--- src/rtl/laser_frame_ctrl_if.sv ---
// rtl/laser_frame_ctrl_if.sv - Video-stream and detector signal bundle for laser_frame_ctrl
//
// Groups the pixel qualifiers coming from the video stream together with the
// detector control/result signals.
//   master : the frame controller (samples stream + detector result, drives detector controls)
//   slave  : the environment (video source + spot detector)
// Signals:
//   pix_valid, sof, eof     pixel qualifier, start of frame, end of frame (last pixel)
//   det_found, det_xy       detector result {x,y}
//   det_en                  detector enable
//   det_reset_n             active-low synchronous clear to detector
//   det_threshold           active (shadowed) threshold
interface laser_frame_ctrl_if #(
    parameter int COORD_W = 16
);
    logic                   pix_valid;
    logic                   sof;
    logic                   eof;
    logic                   det_found;
    logic [2*COORD_W-1:0]   det_xy;
    logic                   det_en;
    logic                   det_reset_n;
    logic [7:0]             det_threshold;

    modport master (
        input  pix_valid, sof, eof, det_found, det_xy,
        output det_en, det_reset_n, det_threshold
    );

    modport slave (
        output pix_valid, sof, eof, det_found, det_xy,
        input  det_en, det_reset_n, det_threshold
    );
endinterface

--- src/rtl/laser_frame_ctrl.sv ---
// rtl/laser_frame_ctrl.sv - Frame-level sequencer for the laser-spot detector
//
// Arms and clears the detector once per processed frame, loads a shadowed
// threshold at the frame boundary, gates the detector enable to the active
// frame, then samples and publishes the detector result. After each processed
// frame, `skip` frames are let through unprocessed.
//
// Optional feature macro: LASER_FRAME_CTRL_TIMEOUT_EN
//   defined   : counts consecutive missed frames; at MISS_LIMIT raises laser_lost
//               and zeroes laser_xy until the next found frame.
//   undefined : laser_lost is tied low and laser_xy holds the last found value.
//
// Ports:
//   clk, reset        system clock, synchronous active-high reset
//   enable            software run bit
//   threshold_in/_wr  new detector threshold and its one-cycle write strobe
//   skip              frames to skip after each processed frame (sampled in REPORT)
//   vif               stream/detector bundle (master modport)
//   laser_xy          published result {x,y}
//   laser_found       det_found of the last reported frame
//   result_valid      one-cycle pulse per reported frame, aligned with the published values
//   frame_count       reported-frame counter, wraps
//   frame_err         sticky truncated-frame flag, cleared on entering IDLE
//   busy              controller not idle
//   laser_lost        see optional feature
module laser_frame_ctrl #(
    parameter int           COORD_W     = 16,
    parameter int           FRAME_CNT_W = 16,
    parameter logic [7:0]   THRESH_RST  = 8'd200,
    parameter int           MISS_LIMIT  = 8
) (
    input  logic                    clk,
    input  logic                    reset,
    input  logic                    enable,
    input  logic [7:0]              threshold_in,
    input  logic                    threshold_wr,
    input  logic [3:0]              skip,
    laser_frame_ctrl_if.master      vif,
    output logic [2*COORD_W-1:0]    laser_xy,
    output logic                    laser_found,
    output logic                    result_valid,
    output logic [FRAME_CNT_W-1:0]  frame_count,
    output logic                    frame_err,
    output logic                    busy,
    output logic                    laser_lost
);

    typedef enum logic [2:0] {
        S_IDLE,
        S_ARM,
        S_WAIT_SOF,
        S_ACTIVE,
        S_DRAIN,
        S_REPORT,
        S_SKIP
    } state_t;

    state_t         state;
    logic [7:0]     pending_thr;
    logic [7:0]     active_thr;
    logic           det_reset_n_q;
    logic           drain_cnt;
    logic [3:0]     skip_cnt;

    logic           pix_sof;
    logic           pix_eof;

    assign pix_sof = vif.pix_valid & vif.sof;
    assign pix_eof = vif.pix_valid & vif.eof;

    // The sof pixel itself is seen while still in WAIT_SOF, so it is enabled
    // directly from the stream rather than waiting for ACTIVE.
    assign vif.det_en        = vif.pix_valid &&
                               (state == S_ACTIVE || (state == S_WAIT_SOF && vif.sof));
    assign vif.det_reset_n   = det_reset_n_q;
    assign vif.det_threshold = active_thr;
    assign busy              = (state != S_IDLE);

`ifdef LASER_FRAME_CTRL_TIMEOUT_EN
    logic [7:0]     miss_cnt;
    logic           laser_lost_q;
    assign laser_lost = laser_lost_q;
`else
    assign laser_lost = 1'b0;
`endif

    always_ff @(posedge clk) begin
        if (reset) begin
            state         <= S_IDLE;
            pending_thr   <= THRESH_RST;
            active_thr    <= THRESH_RST;
            det_reset_n_q <= 1'b1;
            drain_cnt     <= 1'b0;
            skip_cnt      <= 4'd0;
            laser_xy      <= '0;
            laser_found   <= 1'b0;
            result_valid  <= 1'b0;
            frame_count   <= '0;
            frame_err     <= 1'b0;
`ifdef LASER_FRAME_CTRL_TIMEOUT_EN
            miss_cnt      <= 8'd0;
            laser_lost_q  <= 1'b0;
`endif
        end else begin
            result_valid  <= 1'b0;
            // det_reset_n is low exactly for the cycle spent in ARM: it is
            // dropped on every transition into ARM and released otherwise.
            det_reset_n_q <= 1'b1;

            if (threshold_wr) begin
                pending_thr <= threshold_in;
            end

            case (state)
                S_IDLE: begin
                    if (enable) begin
                        state         <= S_ARM;
                        det_reset_n_q <= 1'b0;
                    end
                end

                S_ARM: begin
                    // A write landing in this very cycle is taken immediately.
                    active_thr <= threshold_wr ? threshold_in : pending_thr;
                    state      <= S_WAIT_SOF;
                end

                S_WAIT_SOF: begin
                    if (!enable) begin
                        state     <= S_IDLE;
                        frame_err <= 1'b0;
                    end else if (pix_sof) begin
                        state     <= pix_eof ? S_DRAIN : S_ACTIVE;
                        drain_cnt <= 1'b0;
                    end
                end

                S_ACTIVE: begin
                    if (!enable) begin
                        state     <= S_IDLE;
                        frame_err <= 1'b0;
                    end else if (pix_eof) begin
                        state     <= S_DRAIN;
                        drain_cnt <= 1'b0;
                    end else if (pix_sof) begin
                        // Truncated frame: drop it and re-arm; the new sof is
                        // lost because the detector must be cleared first.
                        frame_err     <= 1'b1;
                        state         <= S_ARM;
                        det_reset_n_q <= 1'b0;
                    end
                end

                S_DRAIN: begin
                    drain_cnt <= 1'b1;
                    if (drain_cnt) begin
                        state <= S_REPORT;
                    end
                end

                S_REPORT: begin
                    result_valid <= 1'b1;
                    laser_found  <= vif.det_found;
                    frame_count  <= frame_count + 1'b1;
`ifdef LASER_FRAME_CTRL_TIMEOUT_EN
                    if (vif.det_found) begin
                        laser_xy     <= vif.det_xy;
                        miss_cnt     <= 8'd0;
                        laser_lost_q <= 1'b0;
                    end else begin
                        if (miss_cnt != 8'hFF) begin
                            miss_cnt <= miss_cnt + 8'd1;
                        end
                        // Compare against the pre-increment value so the flag
                        // rises in the same REPORT that reaches the limit.
                        if ({24'd0, miss_cnt} >= MISS_LIMIT - 1) begin
                            laser_lost_q <= 1'b1;
                            laser_xy     <= '0;
                        end
                    end
`else
                    if (vif.det_found) begin
                        laser_xy <= vif.det_xy;
                    end
`endif
                    if (!enable) begin
                        state     <= S_IDLE;
                        frame_err <= 1'b0;
                    end else if (skip == 4'd0) begin
                        state         <= S_ARM;
                        det_reset_n_q <= 1'b0;
                    end else begin
                        state    <= S_SKIP;
                        skip_cnt <= skip;
                    end
                end

                S_SKIP: begin
                    if (!enable) begin
                        state     <= S_IDLE;
                        frame_err <= 1'b0;
                    end else if (pix_eof) begin
                        if (skip_cnt == 4'd1) begin
                            state         <= S_ARM;
                            det_reset_n_q <= 1'b0;
                        end else begin
                            skip_cnt <= skip_cnt - 4'd1;
                        end
                    end
                end

                default: begin
                    state <= S_IDLE;
                end
            endcase
        end
    end

endmodule

--- src/flat_wrapper.sv ---
// flat-port wrapper written by rule: the top's interface ports become plain ports
module laser_frame_ctrl_flat 
#(
    parameter int           COORD_W     = 16,
    parameter int           FRAME_CNT_W = 16,
    parameter logic [7:0]   THRESH_RST  = 8'd200,
    parameter int           MISS_LIMIT  = 8
)
  (clk, reset, enable, threshold_in, threshold_wr, skip, laser_xy, laser_found, result_valid, frame_count, frame_err, busy, laser_lost, vif_pix_valid, vif_sof, vif_eof, vif_det_found, vif_det_xy, vif_det_en, vif_det_reset_n, vif_det_threshold);
  laser_frame_ctrl_if #(.COORD_W(COORD_W)) vif_i ();
  input  logic clk;
  input  logic reset;
  input  logic enable;
  input  logic [7:0] threshold_in;
  input  logic threshold_wr;
  input  logic [3:0] skip;
  output logic [2*COORD_W-1:0] laser_xy;
  output logic laser_found;
  output logic result_valid;
  output logic [FRAME_CNT_W-1:0] frame_count;
  output logic frame_err;
  output logic busy;
  output logic laser_lost;
  input wire logic [$bits(vif_i.pix_valid)-1:0] vif_pix_valid;
  input wire logic [$bits(vif_i.sof)-1:0] vif_sof;
  input wire logic [$bits(vif_i.eof)-1:0] vif_eof;
  input wire logic [$bits(vif_i.det_found)-1:0] vif_det_found;
  input wire logic [$bits(vif_i.det_xy)-1:0] vif_det_xy;
  output wire logic [$bits(vif_i.det_en)-1:0] vif_det_en;
  output wire logic [$bits(vif_i.det_reset_n)-1:0] vif_det_reset_n;
  output wire logic [$bits(vif_i.det_threshold)-1:0] vif_det_threshold;
  assign vif_i.pix_valid = vif_pix_valid;
  assign vif_i.sof = vif_sof;
  assign vif_i.eof = vif_eof;
  assign vif_i.det_found = vif_det_found;
  assign vif_i.det_xy = vif_det_xy;
  assign vif_det_en = vif_i.det_en;
  assign vif_det_reset_n = vif_i.det_reset_n;
  assign vif_det_threshold = vif_i.det_threshold;
  laser_frame_ctrl #(.COORD_W(COORD_W), .FRAME_CNT_W(FRAME_CNT_W), .THRESH_RST(THRESH_RST), .MISS_LIMIT(MISS_LIMIT)) u_core (.clk(clk), .reset(reset), .enable(enable), .threshold_in(threshold_in), .threshold_wr(threshold_wr), .skip(skip), .vif(vif_i), .laser_xy(laser_xy), .laser_found(laser_found), .result_valid(result_valid), .frame_count(frame_count), .frame_err(frame_err), .busy(busy), .laser_lost(laser_lost));
endmodule
--- config.mk ---
export PLATFORM = sky130hd
export DESIGN_NAME = laser_frame_ctrl_flat
export DESIGN_NICKNAME = d
export VERILOG_FILES = /design/src/rtl/laser_frame_ctrl_if.sv /design/src/rtl/laser_frame_ctrl.sv /design/src/flat_wrapper.sv
export SDC_FILE = /design/constraint.sdc
export NUM_CORES = 1
export LEC_CHECK = 0
export CAP_MARGIN = 30
export CORE_MARGIN = 1
export CORE_UTILIZATION = 40
export DETAILED_ROUTE_END_ITERATION = 6
export PLACE_DENSITY = 0.73
export SYNTH_ARGS = -nofsm -noshare
export SYNTH_HDL_FRONTEND = slang
export SYNTH_SLANG_ARGS = --single-unit
--- constraint.sdc ---
create_clock -name clk -period 3 [get_ports clk]
set_input_delay 0.3 -clock clk [delete_from_list [all_inputs] [get_ports clk]]
set_output_delay 0.3 -clock clk [all_outputs]
set_load 0.02 [all_outputs]
==> key figures <==
Critical path
  • Max Fanout on Critical Path: 18
  • CP top delay family: buffers and inverters
  • CP endpoint kind: primary output
  • Worst path slowest cell: dfxtp_1
  • Startpoint Class: flop
  • Critical Path AT: 2.10 ns
  • CP Cell Sequence: inv_2, nor4_1, clkdlybuf4s50_1
  • Largest stage delay, worst path: 0.67 ns
  • Required @ worst endpoint: approximately 2.7 ns
  • Kind of critical path: flop to primary output
  • Buf+Inv Stages, Crit Path: 2

Synth
  • Synth area leader: dfxtp_1
  • Share of the synthesized area in the top cell type: 0.470
  • Synth Flop Type: dfxtp_1
  • Post-synth top cells: 89 x nand2_1, 76 x dfxtp_1, 45 x a21oi_1
  • Fraction of registers with async set/reset: 0
  • Average cell area after synthesis: 8.22 um2
  • Synth warn: 0
  • Sequential area share after synthesis: 0.470
  • Gate Count Post-Synth: 394
  • Post-synth EDFFs: 0
  • Syn_nets: 449
  • Netlist Area Pre-Place: 0.00324 mm2
  • Count leader, synth: nand2_1
  • Top cells by area, synth: dfxtp_1 47%, nand2_1 10%, a21oi_1 7.0%, nor2_1 4.3%, mux2i_1 3.1%
  • Distinct cells, synth: 53
  • Post-synthesis register bit count: 76

Pwr
  • Int Pwr: between 1500 and 2000 uW
  • Clock Power Share: 0.321
  • Total power draw: ~2300 uW
  • VDD IR max: 0.000242 V
  • Reg power frac: 0.491
  • Comb power frac: 0.188
  • Leakage: 0.00161 uW
  • Net Sw Power: 695 uW
  • Net Sw Frac: 0.304
  • PD cells: roughly 500 mW/mm2

Floorplanning
  • Die ar.: approximately 0.0085 mm2
  • Floorplan row count: 32
  • Ports: 115
  • Die Wd: 92.0 um
  • Core ar.: 0.00777 mm2
  • Initial Util: 0.417
  • Die Height: about 92 um

STA
  • Worst slew margin: 0.461
  • Tmin final: between 2 and 2.5 ns
  • Worst Clk Skew: 0.0125 ns
  • Final setup violation count: 0
  • Fmax achieved: around 420 MHz
  • Fin Setup TNS: 0 ns
  • Unrepaired setup endpoints after global routing: no
  • Least-Margin Pin Slew: 0.807 ns
  • Final period utilization: 0.800
  • Final Hold Fails: 0
  • Slew Limit Fails: 0

Routing
  • Via count: 3,014
  • Post-route ant nets: 0
  • DR pass1 iterations: 4
  • Drt wl/cell: 13.1 um
  • DRC Markers: 0
  • WL final: 7890 um
  • Vias per cell: 5.01
  • Initial drt markers: between 100 and 150

Clocking
  • Clk_lat worst skew: 0.35 ns
  • CTS sink cnt: 76
  • Post-CTS Setup Inserts: 0
  • H-tree Lvls: 3
  • Total CTS buffers: 9
  • CTS resizes: 0
  • CTS tree: done
  • Hold Buf Count CTS: 0
  • Maximum root-to-sink buffer count: 2
  • Clk slew on worst S/H paths: 0.08 ns
  • CTS root buf: clkbuf_8

Global routing
  • Vias in the first global route: 2,794
  • Gr usage total: 0.196
  • Grt total ovfl: 0
  • First-pass GRT wire length: around 13,000 um
  • Pin count of the biggest net entering global routing: 40
  • Initial antenna violation count: 0

Finish
  • Area delta synth->final: 41.7%
  • Share of cells above drive strength 1: 0.0520
  • Final nets: 550
  • Post-Layout Cell Count: ~600
  • Fin area: 0.00459 mm2
  • Diode count: 0

Place
  • PortBufs: 113
  • Dpl cells: 586
  • Hpwl dp: 5550 um
  • Routability congestion estimate: 0.814
  • Area after DPL: 0.00441 mm2

Run status
  • Status: finished clean

Flow run
  • Max Cap Viol: 0

Min path
  • Hold WC Path Type: flop to flop
[path summary, 6_finish.rpt]
kind | from | slack [ns] | endpoint | cells after the start
setup / recovery | u_core.state[1] | 0.60 | vif_det_en | 3
hold / removal | u_core.laser_xy[27] | 0.46 | u_core.laser_xy[27] | 2
setup reg to reg | u_core.state[2] | 0.82 | u_core.frame_count[14] | 4
hold reg to reg | u_core.laser_xy[27] | 0.46 | u_core.laser_xy[27] | 2
[power by group through the flow]
stage | combinational [uW] | sequential (uW) | clock [uW]
final | 432 | 1120 | 734
after detailed placement | 433 | 1150 | 0
after global placement | 432 | 1140 | 0
after floorplan | 232 | 1150 | 0
after CTS | 435 | 1120 | 755
after global routing | 467 | 1130 | 799
[stage by stage]
| stage | setup WS, ns | hold WS (ns) | util |
|---|---|---|---|
| after detailed placement | 0.766 | 0.446 | 0.567 |
| after global routing | 0.487 | 0.476 | 0.591 |
| after floorplan | 1.10 | 0.436 | - |
| after global placement | 0.817 | 0.441 | 0.567 |
| after CTS | 0.566 | 0.458 | 0.591 |
| final | 0.601 | 0.456 | 0.591 |
[logic make-up after synthesis]
logic type,after synthesis,synth area share
fa+ha+maj,3,0.0116
mux,14,0.0448
buf+inv,33,0.0413
compound gates,80,0.147
other cells,1,0.00116
flops,76,0.470
simple gates,178,0.260
xor+xnor,9,0.0243
[worst reg2reg max path: stages (launching register included)]
cell      delay [ns]
dfxtp_1         0.85
nand4b_4        0.20
or4_4           0.59
or3_1           0.33
a21oi_1         0.14
[per-layer routing]
metal | wire, um | part of all wire | global-route usage
met5 | 0 | 0 | 0
met4 | 80 | 0.010 | 0.0703
met3 | 467 | 0.059 | 0.0340
met2 | 3740 | 0.47 | 0.314
met1 | 3590 | 0.46 | 0.265
[sequential cells by signal, summed over array words and instances (netlist names)]
name / cells
u_core.frame_err: 1
u_core.vif.det_threshold: 8
u_core.pending_thr: 8
u_core.vif.det_reset_n: 1
u_core.laser_xy: 32
u_core.result_valid: 1
u_core.skip_cnt: 4
u_core.drain_cnt: 1
u_core.state: 3
u_core.frame_count: 16
u_core.laser_found: 1
[cells in the final DEF, fill, tap and decap left out, drive strengths merged, types with 3 or more instances in the layout]
cell type and n:
clkdlybuf4s50 112, nand2 89, dfxtp 76, a21oi 45, nor2 37, mux2i 10, o21ai 10, inv 10
clkbuf 9, nand3 8, a211oi 7, or3 5, nand4 5, xor2 5, nor4 5, nor3 4
o211ai 4, xnor2 4, mux2 4, buf 4, and2 3, nand3b 3, nor2b 3, ha 3
clkinv 3
[cell type report]
cell class / count / area (um2)
multi-input combinational: 285 / 1580
clock buffer: 9 / 124
tap: 102 / 128
clock inverter: 7 / 58.8
timing repair buffer: 116 / 1150
sequential: 76 / 1520
inverter: 7 / 26.3
fill: 732 / 3180
Power figures use the tool's default switching activity.
